===== config.mk =====
export PLATFORM = sky130hd
export DESIGN_NAME = plru_tree
export DESIGN_NICKNAME = d
export VERILOG_FILES = /design/src/rtl/plru_tree.sv
export SDC_FILE = /design/constraint.sdc
export NUM_CORES = 1
export LEC_CHECK = 0
export CAP_MARGIN = 25
export CELL_PAD_IN_SITES_DETAIL_PLACEMENT = 1
export CELL_PAD_IN_SITES_GLOBAL_PLACEMENT = 2
export CORE_ASPECT_RATIO = 1.4
export CORE_MARGIN = 5
export CORE_UTILIZATION = 36
export DETAILED_ROUTE_END_ITERATION = 12
export GPL_TIMING_DRIVEN = 0
export PLACE_DENSITY_LB_ADDON = 0.1
export REMOVE_ABC_BUFFERS = 1
export SLEW_MARGIN = 20
export SYNTH_ARGS = -nofsm -noshare
export SYNTH_HDL_FRONTEND = slang
export SYNTH_SLANG_ARGS = --single-unit

===== constraint.sdc =====
create_clock -name clk -period 2.1 [get_ports clk]
set_input_delay 0.63 -clock clk [delete_from_list [all_inputs] [get_ports clk]]
set_output_delay 0.63 -clock clk [all_outputs]
set_load 0.01 [all_outputs]

===== src/rtl/plru_tree.sv =====
// Tree pseudo-LRU replacement state for an N-way set-associative cache.
// One (NUM_WAYS-1)-bit heap-indexed tree per set; registered victim choice.
module plru_tree #(
   parameter  int S_INDEX  = 4,
   parameter  int NUM_WAYS = 4,
   localparam int W_WAY    = $clog2(NUM_WAYS)
) (
   input  logic                clk,
   input  logic                rst_n,
   input  logic                touch_valid,
   input  logic [S_INDEX-1:0]  touch_set,
   input  logic [W_WAY-1:0]    touch_way,
   input  logic                victim_req,
   input  logic [S_INDEX-1:0]  victim_set,
   input  logic [NUM_WAYS-1:0] valid_i,
   input  logic [NUM_WAYS-1:0] lock_i,
   input  logic                flush,
   output logic                ready,
   output logic                victim_valid,
   output logic [W_WAY-1:0]    victim_way,
   output logic [NUM_WAYS-1:0] victim_onehot,
   output logic                victim_none
);

   localparam int NUM_SETS = 2 ** S_INDEX;
   localparam logic [S_INDEX-1:0] CNT_LAST = S_INDEX'(NUM_SETS - 1);

   // Handshake: touch_valid and victim_req are accepted only in a cycle where
   // ready=1; a result appears as a one-cycle victim_valid pulse the cycle after.
   typedef enum logic [1:0] {ST_INIT, ST_IDLE, ST_FLUSH} state_t;

   state_t                r_state, w_state_nxt;
   logic [S_INDEX-1:0]    r_cnt, w_cnt_nxt;
   logic [NUM_WAYS-1:0]   r_tree [NUM_SETS];   // bit 0 unused; nodes 1..NUM_WAYS-1
   logic [NUM_WAYS-1:0]   w_touch_bits;
   logic                  w_touch_en;
   logic [NUM_WAYS-1:0]   w_rd;
   logic [NUM_WAYS-1:0]   w_free;
   logic [W_WAY-1:0]      w_sel_way;
   logic                  w_sel_none;
   logic [NUM_WAYS-1:0]   w_sel_onehot;
   logic                  r_victim_valid;
   logic [W_WAY-1:0]      r_victim_way;
   logic [NUM_WAYS-1:0]   r_victim_onehot;
   logic                  r_victim_none;

   assign ready      = (r_state == ST_IDLE);
   assign w_touch_en = ready && touch_valid && !flush;

   always_comb begin
      w_state_nxt = r_state;
      w_cnt_nxt   = r_cnt;
      case (r_state)
         ST_IDLE: begin
            if (flush) begin
               w_state_nxt = ST_FLUSH;
               w_cnt_nxt   = '0;
            end
         end
         ST_INIT, ST_FLUSH: begin
            if (flush) begin
               w_cnt_nxt = '0;
            end else if (r_cnt == CNT_LAST) begin
               w_state_nxt = ST_IDLE;
               w_cnt_nxt   = '0;
            end else begin
               w_cnt_nxt = r_cnt + 1'b1;
            end
         end
         default: begin
            w_state_nxt = ST_INIT;
            w_cnt_nxt   = '0;
         end
      endcase
   end

   always_ff @(posedge clk or negedge rst_n) begin
      if (!rst_n) begin
         r_state <= ST_INIT;
         r_cnt   <= '0;
      end else begin
         r_state <= w_state_nxt;
         r_cnt   <= w_cnt_nxt;
      end
   end

   // Each node on the touched path is pointed at the sibling of the path.
   always_comb begin
      logic [W_WAY:0] node;
      logic           dir;
      w_touch_bits = r_tree[touch_set];
      node         = (W_WAY + 1)'(1);
      for (int l = 0; l < W_WAY; l++) begin
         dir                             = touch_way[W_WAY-1-l];
         w_touch_bits[node[W_WAY-1:0]]   = ~dir;
         node                            = {node[W_WAY-1:0], dir};
      end
   end

   // Tree storage has no reset; the INIT sweep defines it before first use.
   always_ff @(posedge clk) begin
      if (!ready) begin
         r_tree[r_cnt] <= '0;
      end else if (w_touch_en) begin
         r_tree[touch_set] <= w_touch_bits;
      end
   end

   always_comb begin
      logic [W_WAY:0]      node;
      logic                dir;
      int                  lo;
      int                  half;
      logic [NUM_WAYS-1:0] in_l;
      logic [NUM_WAYS-1:0] in_r;
      w_rd       = r_tree[victim_set];
      w_free     = ~valid_i & ~lock_i;
      w_sel_way  = '0;
      w_sel_none = 1'b0;
      node       = (W_WAY + 1)'(1);
      dir        = 1'b0;
      lo         = 0;
      half       = NUM_WAYS;
      in_l       = '0;
      in_r       = '0;
      if (&lock_i) begin
         w_sel_none = 1'b1;
      end else if (|w_free) begin
         for (int w = NUM_WAYS - 1; w >= 0; w--) begin
            if (w_free[w]) w_sel_way = W_WAY'(w);
         end
      end else begin
         // A locked-out preferred subtree diverts the walk to its sibling.
         for (int l = 0; l < W_WAY; l++) begin
            half = half / 2;
            for (int w = 0; w < NUM_WAYS; w++) begin
               in_l[w] = (w >= lo) && (w < lo + half);
               in_r[w] = (w >= lo + half) && (w < lo + 2 * half);
            end
            dir = w_rd[node[W_WAY-1:0]];
            if (!dir && (&(lock_i | ~in_l))) begin
               dir = 1'b1;
            end else if (dir && (&(lock_i | ~in_r))) begin
               dir = 1'b0;
            end
            if (dir) lo = lo + half;
            node = {node[W_WAY-1:0], dir};
         end
         w_sel_way = W_WAY'(lo);
      end
      w_sel_onehot = w_sel_none ? '0 : (NUM_WAYS'(1) << w_sel_way);
   end

   always_ff @(posedge clk or negedge rst_n) begin
      if (!rst_n) begin
         r_victim_valid  <= 1'b0;
         r_victim_way    <= '0;
         r_victim_onehot <= '0;
         r_victim_none   <= 1'b0;
      end else begin
         r_victim_valid <= ready && victim_req;
         if (ready && victim_req) begin
            r_victim_way    <= w_sel_way;
            r_victim_onehot <= w_sel_onehot;
            r_victim_none   <= w_sel_none;
         end
      end
   end

   assign victim_valid  = r_victim_valid;
   assign victim_way    = r_victim_way;
   assign victim_onehot = r_victim_onehot;
   assign victim_none   = r_victim_none;

endmodule


==> impl_metrics.py, run 1 <==
metrics = {
    "critical_path": {
        "slowest_delay_ps": 510,
        "rr_worst_depth": 6,
        "path_cells": "buf_12, mux4_2, a22o_1, or4b_1, o2111a_1, a211o_4, a32o_1",
        "worstPathArrival_ps": 2730,
        "start_kind": "primary input",
        "cp_max_fo": 5,
        "cp_num_cells": 7,
        "required_ps": 2310,
        "rr_startpoint": "r_tree[9][2]",
        "cp_slowest_cell": "mux4_2",
        "reg2reg_to": "victim_onehot[3]",
        "crit_buf_inv": 1,
        "cp_top_family": "compound AO/OA/AOI/OAI gates",
        "critPathKind": "in -> reg",
        "crit_path_end_kind": "register",
        "cp-startpoint": "victim_set[0]",
        "reg2reg_slack_ps": -380,
    },
    "drt": {
        "postRouteAntennaNets": 0,
        "drc": 0,
        "wire_per_inst_um": 23.2,
        "vias_per_cell": 5.76,
        "vias": 2224,
        "drt-pass1-iter-count": 4,
        "drt_iter0_markers": 74,
        "wl_um": 8950,
    },
    "power": {
        "peakVddDrop_mv": 0.591,
        "intPower_mw": 2.47,
        "clock_power_share_pct": 45.1,
        "powerDensity_nw_per_um2": 757,
        "switching_share_pct": 23.9,
        "leakage_nw": 1.52,
        "p_switching_mw": 0.774,
        "pwr-share-seq_pct": 42.3,
        "combPwrFrac_pct": 12.6,
    },
    "cts": {
        "numCtsBuffers": 9,
        "h-tree-depth": 3,
        "clock-sinks": 62,
        "cts_tree": "done",
        "cts-root-buf": "clkbuf_16",
        "cts.path.max_buffers": 2,
        "clk_pin_slew_worst_paths_ps": 50,
        "insertion_delay_ps": 330,
    },
    "place": {
        "place_congestion": 0.808,
        "dp_hpwl_um": 6210,
        "pre_cts_ws_ps": -1670,
        "port_buffers": 31,
    },
    "timing": {
        "hold-worst-slack_ps": 482,
        "clock_skew_ps": 4.80,
        "fmax_ghz": 0.398,
        "min_period_ps": 2510,
        "max-slew-margin-rel_pct": 45.7,
        "setup_ws_ps": -415,
        "report.final.slew_viol_count": 0,
        "timing.final.crit_share_pct": 120,
        "rsz0062_at_grt": "true",
        "setup_viol": 12,
        "hold_viol_final": 0,
        "tightest_slew_ps": 815,
    },
    "yosys": {
        "seq_area_frac_synth_pct": 57.0,
        "ys_types": 48,
        "syn_area_um2": 3140,
        "syn_inst": 227,
        "ys_ff_latch": 62,
        "async_flop_share_pct": 22.6,
        "synth_ff_type": "edfxtp_1",
        "synth.avg_cell_area_um2": 13.9,
        "yosys_warnings": 0,
        "synth-edff-count": 48,
    },
    "hold_path": {
        "hp-start": "victim_none",
        "holdPathStages": 2,
        "holdPathEnd": "victim_none",
        "hp-class": "reg -> reg",
    },
    "floorplanning": {
        "die_w_um": 89.0,
        "die_area_um2": 10700,
        "initial_utilization_pct": 36.7,
        "core_um2": 8560,
        "die_y_um": 121,
        "row_count": 40,
        "ios": 32,
    },
    "flow_run": {
        "max_cap_viol_count": 0,
    },
    "global_route": {
        "grt_max_degree": 17,
        "grt_antenna_before_repair": 0,
        "grt_pass1_wl_um": 13700,
        "grt_overflow_total": 0,
        "grt_pass1_vias": 2374,
        "gr-usage-all-layers_pct": 17.7,
    },
    "cells_and_area": {
        "nets": 300,
        "area_growth_syn_to_layout_pct": 36.1,
        "num-fill-cells": 836,
        "antenna_cells": 0,
        "layout-drive-gt1-share_pct": 35.6,
    },
    "status": {
        "status": "finished with violations",
        "violations": "negative setup slack",
    },
}
per-stage QoR:
stage / power [mW] / cell area (um2) / std cells / utilization [%] / TNS (ps)
after floorplan: 1.55 / 3080 / 215 / - / -3080
after global placement: 1.71 / 3530 / 351 / 41.2 / -120730
after detailed placement: 1.71 / 3540 / 352 / 41.3 / -114980
after CTS: 3.22 / 4100 / 381 / 47.9 / -2480
after global routing: 3.36 / 4280 / 386 / 50.0 / -2470
final: 3.24 / 4280 / 386 / 50.0 / -1840
tightest hold or removal path: cells and delay by family (launching register included):
family | cells | cell delay (ps)
and+or+nand+nor | 1 | 50
DFF | 1 | 340
AOI/OAI and AO/OA | 1 | 60
cell type report:
cell class,instances,area [um2],area share [%]
Timing Repair Buffer,48,492,11.5
Tap cell,105,131,3.07
Clock inverter,6,61.3,1.43
Sequential cell,62,1790,41.9
Inverter,7,31.3,0.731
Multi-Input combinational cell,148,1540,36.0
Clock buffer,10,229,5.35
worst max path at each step:
stage                        to  slack [ps]
2_1_floorplan  victim_onehot[1]        -560
3_3_place_gp   victim_onehot[1]       -1670
3_5_place_dp   victim_onehot[0]       -1670
4_1_cts        victim_onehot[1]        -500
5_1_grt        victim_onehot[0]        -430
6_report       victim_onehot[3]        -410
power by group through the flow:
stage          sequential (mW)  combinational, mW  clock [mW]
6_report                  1.37              0.410        1.46
5_1_grt                   1.37              0.439        1.55
4_1_cts                   1.37              0.369        1.48
3_5_place_dp              1.39              0.318           0
3_3_place_gp              1.39              0.315           0
2_1_floorplan             1.39              0.158           0
flip-flops by register name, indices dropped and copies added, names as in the netlist:
register,flops
victim_valid,1
victim_none,1
victim_way,2
victim_onehot,4
r_cnt,4
r_state,2
r_tree,48
routing by layer:
layer,GRT usage [%],wire (um),part of all wire (%)
met3,4.36,380,4.2
met4,6.15,212,2.4
met1,21.3,3520,39
met2,30.3,4830,54
met5,0,0,0
synthesized netlist by cell type (3+ instances only):
| master | n | share of area (%) |
|---|---|---|
| inv_1 | 6 | 0.72 |
| nor2_1 | 32 | 3.8 |
| mux4_2 | 18 | 13 |
| nand2b_1 | 3 | 0.60 |
| nor2b_1 | 3 | 0.60 |
| mux2i_1 | 9 | 2.9 |
| edfxtp_1 | 48 | 46 |
| a21oi_1 | 10 | 1.6 |
| o22ai_1 | 4 | 0.80 |
| o21ai_0 | 5 | 0.80 |
| nor3_1 | 4 | 0.64 |
| nand3b_1 | 3 | 0.72 |
| nand2_1 | 8 | 0.96 |
| dfrtp_1 | 14 | 11 |
| clkbuf_1 | 5 | 0.60 |
| mux4_1 | 3 | 2.5 |
| nor3b_1 | 4 | 0.96 |
| a31oi_1 | 7 | 1.4 |
| a22o_1 | 4 | 1.1 |
| buf_2 | 3 | 0.48 |
placed cells by master, fill, tap and decap left out, types with 3 or more instances in the layout:
master	n
o22ai_1	4
mux2i_1	7
mux4_2	20
nor2b_1	3
nor2_4	9
nand2_1	8
nor2_2	10
buf_4	15
dfrtp_1	13
a31oi_4	4
nor2_1	15
nor3_1	3
a22o_1	4
edfxtp_1	48
nand3b_1	3
dlygate4sd2_1	3
clkdlybuf4s50_1	22
a21oi_1	8
inv_1	6
o21ai_0	5
clkbuf_16	9
logic make-up after synthesis:
kind of cell,after synthesis,share of synthesized area (%)
compound gates,47,10.7
xor+xnor,1,0.279
fa+ha+maj,1,0.398
buf+inv,19,2.75
flops,62,57.0
mux,30,18.3
simple gates,67,10.7
what timing repair did:
action | in CTS | in global routing
cloned | 3 | 1
hold buffers | 0 | 0
setup buffers | 10 | 4
setup endpoints to repair | 87 | 64
gates resized for setup | 83 | 29
pin swaps | 12 | 4
No activity file was read; power rests on OpenSTA's default activity.
==> run 2: changes to the inputs <==
Settings changed: CAP_MARGIN 25 to default.
==> run 2 against run 1 <==
Effect of this change: the run still ends with negative setup slack left; fmax grew 0.71%; utilization down 1.3 points; largest power group unchanged; global-route usage is 0.10 points higher; highest routed layer unchanged; count of clock-buffer cells in the layout unchanged.
==> impl_metrics.py, run 2 (synthesis results as in run 1) <==
metrics = {
    "flow_run": {
        "max_cap_viol_count": 0,
    },
    "cells_and_area": {
        "fin_area_um2": 4170,
        "final_common_cell": "edfxtp_1",
        "layout_common_cells": "edfxtp_1, clkdlybuf4s50_1, mux4_2",
        "regMostFlops": "r_tree",
        "final_util_pct": 48.7,
        "antenna_cells": 0,
        "area_growth_syn_to_layout_pct": 32.6,
        "largest_reg_flops": 48,
        "layout-drive-gt1-share_pct": 33.9,
        "nets": 293,
    },
    "critical_path": {
        "critPathKind": "in -> reg",
        "cp_max_fo": 5,
        "start_kind": "primary input",
        "worstPathArrival_ps": 2710,
        "crit_path_end_kind": "register",
        "required_ps": 2310,
    },
    "floorplanning": {
        "initial_utilization_pct": 36.7,
        "core_um2": 8560,
        "ios": 32,
        "row_count": 40,
        "die_y_um": 121,
        "die_w_um": 89.0,
        "die_area_um2": 10700,
    },
    "timing": {
        "setup_viol": 21,
        "clock_skew_ps": 6.19,
        "setup_ws_ps": -397,
        "report.final.slew_viol_count": 0,
        "fmax_ghz": 0.400,
        "rsz0062_at_grt": "true",
        "max-slew-margin-rel_pct": 55.1,
        "timing.final.crit_share_pct": 119,
        "min_period_ps": 2500,
        "tightest_slew_ps": 672,
        "hold_viol_final": 0,
        "setup_tns_ps": -2120,
    },
    "place": {
        "pre_cts_ws_ps": -1680,
        "dp_hpwl_um": 6150,
        "place_congestion": 0.808,
        "place_area_um2": 3530,
        "port_buffers": 31,
    },
    "global_route": {
        "gr-usage-all-layers_pct": 17.8,
        "grt_util_met2_pct": 31.0,
        "grt_pass1_vias": 2393,
        "top_usage_layer": "met2",
        "use_met1_pct": 21.1,
        "grt_overflow_total": 0,
        "grt_antenna_before_repair": 0,
        "gr-usage-met3_pct": 3.68,
        "grt_pass1_wl_um": 13800,
        "grt_max_degree": 17,
    },
    "drt": {
        "wl_um": 8830,
        "vias_per_cell": 5.75,
        "wire_per_inst_um": 23.3,
        "drt-pass1-iter-count": 4,
        "postRouteAntennaNets": 0,
        "drc": 0,
        "vias": 2178,
        "drt_iter0_markers": 106,
    },
    "power": {
        "powerDensity_nw_per_um2": 771,
        "leakage_nw": 1.46,
        "peakVddDrop_mv": 0.589,
    },
    "status": {
        "violations": "negative setup slack",
        "status": "finished with violations",
    },
    "cts": {
        "clk_pin_slew_worst_paths_ps": 50,
        "ctsHoldBuffers": 0,
        "h-tree-depth": 3,
        "cts-root-buf": "clkbuf_16",
        "cts.path.max_buffers": 2,
        "numCtsBuffers": 9,
        "clock-sinks": 62,
        "cts_tree": "done",
        "insertion_delay_ps": 330,
    },
    "hold_path": {
        "hp-class": "reg -> reg",
    },
}
==> run 2: final timing paths <==
kind | start | to | slack, ps | depth (start not counted)
setup / recovery | victim_set[0] | victim_onehot[1] | -400 | 7
hold / removal | victim_none | victim_none | 490 | 2
setup reg to reg | r_tree[9][2] | victim_onehot[1] | -390 | 6
hold reg to reg | victim_none | victim_none | 490 | 2
max in group asynchronous | rst_n | r_state[0] | 920 | 1
min in group asynchronous | rst_n | r_state[1] | 710 | 1
==> run 2: metal layers <==
layer | up-vias | share of wire [%]
met4 | 0 | 2.2
met3 | 14 | 3.8
li1 | 990 | -
met5 | - | 0
met1 | 1127 | 39
met2 | 47 | 55
==> run 2: worst max-delay path, stage by stage <==
cell	delay [ps]
buf_12	100
mux4_2	510
a22o_1	240
or4b_1	500
o2111a_1	170
a211o_4	300
a32o_1	250
==> run 2: final cells by class <==
cell class / instances / area [um2]
Timing Repair Buffer: 41 / 423
Tap cell: 105 / 131
Clock inverter: 6 / 61.3
Inverter: 7 / 31.3
Sequential cell: 62 / 1790
Fill cell: 844 / 4390
Multi-Input combinational cell: 148 / 1500
Clock buffer: 10 / 229
==> run 2: where the power goes <==
| part | switching [mW] | leakage [nW] | internal, mW |
|---|---|---|---|
| registers | 0.0235 | 0.648 | 1.35 |
| logic | 0.198 | 0.672 | 0.191 |
| clock network | 0.540 | 0.144 | 0.916 |
==> run 2: stage by stage <==
step | power [mW] | hold slack, ps | instances
after floorplan | 1.55 | 334 | 215
after global placement | 1.71 | 466 | 351
after detailed placement | 1.71 | 485 | 351
after CTS | 3.22 | 497 | 377
after global routing | 3.34 | 512 | 379
final | 3.22 | 488 | 379
==> run 2: repair_timing <==
action / in CTS / in global routing
resized for setup: 82 / 22
pin swaps: 10 / 4
buffers inserted: 7 / 2
cloned: 3 / 0
setup endpoints to repair: 103 / 58
